<file path="config.mk">
export PLATFORM = sky130hd
export DESIGN_NAME = dmem_arb
export DESIGN_NICKNAME = d
export VERILOG_FILES = /design/src/rtl/dmem_arb.sv
export SDC_FILE = /design/constraint.sdc
export NUM_CORES = 1
export LEC_CHECK = 0
export BUFFER_PORTS_ARGS = -buffer_cell sky130_fd_sc_hd__buf_2
export CAP_MARGIN = 10
export CORE_AREA = 2 2 95 97
export DETAILED_ROUTE_END_ITERATION = 10
export DIE_AREA = 0 0 97 99
export GPL_ROUTABILITY_DRIVEN = 0
export GPL_TIMING_DRIVEN = 0
export PLACE_DENSITY = 0.85
export SLEW_MARGIN = 5
export SYNTH_ARGS = -nofsm -noshare
export SYNTH_HDL_FRONTEND = slang
export SYNTH_SLANG_ARGS = --single-unit
</file>
<file path="constraint.sdc">
create_clock -name clk_i -period 2.38 [get_ports clk_i]
set_clock_uncertainty 0.1 [all_clocks]
set_input_delay 0.476 -clock clk_i [delete_from_list [all_inputs] [get_ports clk_i]]
set_output_delay 0.476 -clock clk_i [all_outputs]
set_load 0.01 [all_outputs]
</file>
<file path="src/rtl/dmem_arb.sv">
// Two-requester data-memory arbiter. A CPU load/store unit (r0) and a
// DMA/debug port (r1) share one single-ported memory. Ties are broken
// round-robin, and each access runs to completion before the next grant.
// Stores complete one cycle after the grant. Loads complete two cycles
// after the grant and return raw memory data.
module dmem_arb #(
  parameter int DATA_W = 32,
  parameter int ADDR_W = 12
) (
  input  logic              clk_i,
  input  logic              rst_i,
  input  logic              r0_req_i,
  input  logic              r0_wr_i,
  input  logic [1:0]        r0_rwtype_i,
  input  logic [ADDR_W-1:0] r0_addr_i,
  input  logic [DATA_W-1:0] r0_wdata_i,
  output logic              r0_gnt_o,
  output logic              r0_done_o,
  output logic [DATA_W-1:0] r0_rdata_o,
  input  logic              r1_req_i,
  input  logic              r1_wr_i,
  input  logic [1:0]        r1_rwtype_i,
  input  logic [ADDR_W-1:0] r1_addr_i,
  input  logic [DATA_W-1:0] r1_wdata_i,
  output logic              r1_gnt_o,
  output logic              r1_done_o,
  output logic [DATA_W-1:0] r1_rdata_o,
  output logic              mem_en_o,
  output logic              mem_wr_o,
  output logic [1:0]        mem_rwtype_o,
  output logic [ADDR_W-1:0] mem_addr_o,
  output logic [DATA_W-1:0] mem_wdata_o,
  input  logic [DATA_W-1:0] mem_rdata_i
);

  typedef enum logic [1:0] {
    IDLE  = 2'd0,
    ISSUE = 2'd1,
    RESP  = 2'd2
  } state_t;

  state_t              state;
  state_t              state_nxt;
  logic                last_gnt;
  logic                grant;
  logic                grant_sel;
  logic                done;
  logic                done_ok;
  logic                mem_en;
  logic                owner;
  logic                acc_wr;
  logic [1:0]          acc_rwtype;
  logic [ADDR_W-1:0]   acc_addr;
  logic [DATA_W-1:0]   acc_wdata;

  // Next-state and strobe decode. A grant is only possible from IDLE with reset low.
  always_comb begin
    state_nxt = state;
    grant     = 1'b0;
    grant_sel = 1'b0;
    done      = 1'b0;
    mem_en    = 1'b0;
    case (state)
      IDLE: begin
        if (!rst_i && (r0_req_i || r1_req_i)) begin
          grant = 1'b1;
          // On contention the requester that was not served last wins.
          if (r0_req_i && r1_req_i) grant_sel = ~last_gnt;
          else                      grant_sel = r1_req_i;
          state_nxt = ISSUE;
        end
      end
      ISSUE: begin
        mem_en = 1'b1;
        if (acc_wr) begin
          done      = 1'b1;
          state_nxt = IDLE;
        end else begin
          state_nxt = RESP;
        end
      end
      RESP: begin
        done      = 1'b1;
        state_nxt = IDLE;
      end
      default: state_nxt = IDLE;
    endcase
  end

  // State register and round-robin history. After reset, last_gnt=1 so r0 wins the first tie.
  always_ff @(posedge clk_i) begin
    if (rst_i) begin
      state    <= IDLE;
      last_gnt <= 1'b1;
    end else begin
      state <= state_nxt;
      if (grant) last_gnt <= grant_sel;
    end
  end

  // Capture the winning request on grant so later requester activity cannot disturb it.
  always_ff @(posedge clk_i) begin
    if (rst_i) begin
      owner      <= 1'b0;
      acc_wr     <= 1'b0;
      acc_rwtype <= 2'b00;
      acc_addr   <= '0;
      acc_wdata  <= '0;
    end else if (grant) begin
      owner      <= grant_sel;
      acc_wr     <= grant_sel ? r1_wr_i     : r0_wr_i;
      acc_rwtype <= grant_sel ? r1_rwtype_i : r0_rwtype_i;
      acc_addr   <= grant_sel ? r1_addr_i   : r0_addr_i;
      acc_wdata  <= grant_sel ? r1_wdata_i  : r0_wdata_i;
    end
  end

  // A reset arriving mid-access suppresses the completion pulse in that cycle.
  assign done_ok = done & ~rst_i;

  assign r0_gnt_o  = grant & ~grant_sel;
  assign r1_gnt_o  = grant &  grant_sel;
  assign r0_done_o = done_ok & ~owner;
  assign r1_done_o = done_ok &  owner;

  // Load data is only forwarded in RESP, which is reached by loads only.
  assign r0_rdata_o = (done_ok && !owner && state == RESP) ? mem_rdata_i : '0;
  assign r1_rdata_o = (done_ok &&  owner && state == RESP) ? mem_rdata_i : '0;

  // Memory bus is held at zero whenever no access is being strobed.
  assign mem_en_o     = mem_en;
  assign mem_wr_o     = mem_en & acc_wr;
  assign mem_rwtype_o = mem_en ? acc_rwtype : 2'b00;
  assign mem_addr_o   = mem_en ? acc_addr   : '0;
  assign mem_wdata_o  = mem_en ? acc_wdata  : '0;

endmodule

</file>
==> qor.yml <==
outcome:
  status: "finished, violations left"
  violations: "setup timing"
clock_network:
  cts_made_buffers: 5
  cts_root_buffer: "clkbuf_8"
  clock_sinks: 51
  cts_hold_buffers: 0
  clock_latency_ns: 0.30
  cts_buffer_depth: 2
  cts_tree: "built"
  clk_pin_slew_ns: 0.10
  htreeDepth: 2
global_route:
  grt_first_pass_wirelength_mm: 18.2
  grt_max_degree: 15
  use_met2_pct: 45.5
  busiest_layer: "met2"
  gr-usage-met3_pct: 3.76
  grtUsageTotal_pct: 23.1
  antenna_found_initial: 1
  met1_usage_pct: 24.8
  overflow: 0
  grt_pass1_vias: 3876
pwr:
  peakVddDrop_uv: 298
  p_leak_nw: 2.67
  power.density_nw_per_um2: 426
worst_hold_path:
  hp-class: "in -> reg"
  holdPathStages: 3
yosys:
  synth_nets: 557
  synth-compound-area-share_pct: 22.6
  synth_fa_ha_area_share_pct: 1.20
  ys_types: 25
  syn_inst: 424
  synth_xor_area_share_pct: 0
  muxShareOfSynthArea_pct: 0
  synth_top_family_by_area: "simple AND/OR/NAND/NOR gates"
  async_reset_ff_share_pct: 0
  synth_warnings: 0
  synth_enable_flop_cells: 0
  syn-mean-instance-area_um2: 7.37
  syn_area_um2: 3130
  ys_ff_latch: 51
  synthFlopType: "dfxtp_1"
  synth_simple_gate_area_share_pct: 36.4
  yosysSeqAreaShare_pct: 32.7
timing:
  hold_viol: 0
  setup-violations-final: 49
  grt_setup_unrepaired: "true"
  min_period_ns: 2.45
  max_freq_mhz: 408
  finalMaxSlewViolations: 0
  tightest_slew_ns: 0.526
  finalWorstSetupSlack_ns: -0.0688
  slew_headroom_pct: 64.9
  timing.final.crit_share_pct: 103
  whs_ns: 0.329
floorplan:
  core_area_um2: 8550
  die-area_um2: 9600
  rows: 34
  die_y_um: 99
  start_util_pct: 36.6
  die_w_um: 97
  pin_count: 246
routing:
  drt-initial-drc-count: 135
  detail-route-antenna-nets: 0
  firstDrtPassIters: 4
  drc: 0
  detail_route.wl_per_cell_um: 16.7
  routed_wl_mm: 13.3
  num_vias: 4167
  drt-vias-per-instance: 5.25
placed_design:
  dpl_cell_area_um2: 4480
  dp_hpwl_mm: 9.24
  io_buffers: 244
critical_path:
  r2r_cells: 6
  crit_type: "reg -> out"
  crit_buf_inv: 3
  cp.required_ns: 1.80
  slowest_delay_ns: 0.35
  cp_slowest_cell: "dfxtp_2"
  worst_setup_path_end_kind: "output port"
  rrSetupSlack_ns: 0.61
  crit_family: "simple AND/OR/NAND/NOR gates"
  cp_cell_sequence: "inv_2, ha_4, nor2b_4, and3b_4, buf_6, and2_1, buf_2"
  crit_arrival_ns: 1.87
  cp_max_fo: 8
  cp.depth: 7
  critical_path.startpoint_type: "flip-flop"
finish:
  area_growth_pct: 68.8
  regArea_um2: 1020
  multiInputGateArea_um2: 2040
  drive_above_1_share_pct: 52.0
  fill_cells: 741
  layout.nets: 817
  final_cell_area_um2: 5280
  final_common_cell: "buf_2"
  layout_common_cells: "207 x buf_2, 96 x nand2_1, 59 x and2_1"
run:
  cap_viol_max_count: 0
[metrics by stage]
stage / utilization [%] / setup slack [ns] / std cells / total power, mW / setup TNS [ns]
final: 61.7 / -0.0688 / 793 / 2.25 / -1.36
after global routing: 61.7 / -0.123 / 793 / 2.37 / -4.70
after CTS: 55.1 / -0.0253 / 787 / 2.24 / -0.534
after detailed placement: 52.4 / -0.0321 / 776 / 1.63 / -0.110
after global placement: 52.4 / 0.0743 / 776 / 1.60 / 0
after floorplan: - / 0.376 / 424 / 1.36 / 0
[cells by family (layout without fill, tap and decap cells)]
| group | after synthesis | in the layout |
|---|---|---|
| AND/OR/NAND/NOR | 221 | 221 |
| adder cells (fa/ha/maj) | 3 | 3 |
| other | 0 | 1 |
| flip-flops | 51 | 51 |
| AO/OA/AOI/OAI | 102 | 102 |
| buffers and inverters | 47 | 307 |
[worst paths after layout]
| check | from | endpoint |
|---|---|---|
| worst min register to register | acc_wdata[28] | acc_wdata[28] |
| worst max-delay path | state[0] | r0_rdata_o[2] |
| worst min-delay path | r0_wdata_i[16] | acc_wdata[16] |
| worst max register to register | state[1] | acc_wdata[25] |
[synth_stat cells, drive strengths merged (2+ instances only)]
library cell | number | area share, %
a211o | 2 | 0.56
a21oi | 50 | 8.0
a311oi | 47 | 13
and2 | 111 | 22
buf | 23 | 4.3
clkbuf | 20 | 2.4
dfxtp | 51 | 33
ha | 3 | 1.2
inv | 4 | 0.48
nand2 | 96 | 12
nand3 | 2 | 0.32
nor2 | 5 | 0.60
nor2b | 2 | 0.64
[worst register-to-register path, cell delays in order (launching register included)]
cell      delay (ns)
dfxtp_2         0.34
inv_2           0.08
ha_4            0.15
nor2b_4         0.18
clkbuf_1        0.38
a21oi_1         0.13
a311oi_1        0.31
[routing by layer]
layer  wire length [um]  vias up
met2               7100      217
met3                794       52
met1               4720     1940
met5                  0        -
met4                670        0
li1                   -     1958
[registers in the layout (all words and copies together) (netlist names)]
| register | cells |
|---|---|
| last_gnt | 1 |
| acc_rwtype | 2 |
| acc_addr | 12 |
| acc_wdata | 32 |
| state | 2 |
| acc_wr | 1 |
| owner | 1 |
[area by class of cell]
type | instances | area share (%)
diodes | 1 | 0.0474
multi-input cells | 326 | 38.7
repair buffers | 253 | 31.8
flip-flops and latches | 51 | 19.4
inverters | 4 | 0.284
clock inverters | 1 | 0.569
clock buffers | 6 | 1.37
plain buffers | 43 | 5.33
well taps | 108 | 2.56
[repair_timing]
action | 4_1_cts | 5_1_grt
resized for setup | 32 | 128
pin swaps | 1 | 53
cloned | 2 | 4
buffers inserted | 2 | 1
endpoints found under the setup margin | 103 | 100
[power by group]
group | leakage, nW | total [mW] | switching (mW) | internal [mW]
sequential | 0.421 | 0.987 | 0.0442 | 0.943
combinational | 2.20 | 0.672 | 0.366 | 0.306
clock | 0.0513 | 0.591 | 0.282 | 0.309
No activity file was read; power rests on OpenSTA's default activity.
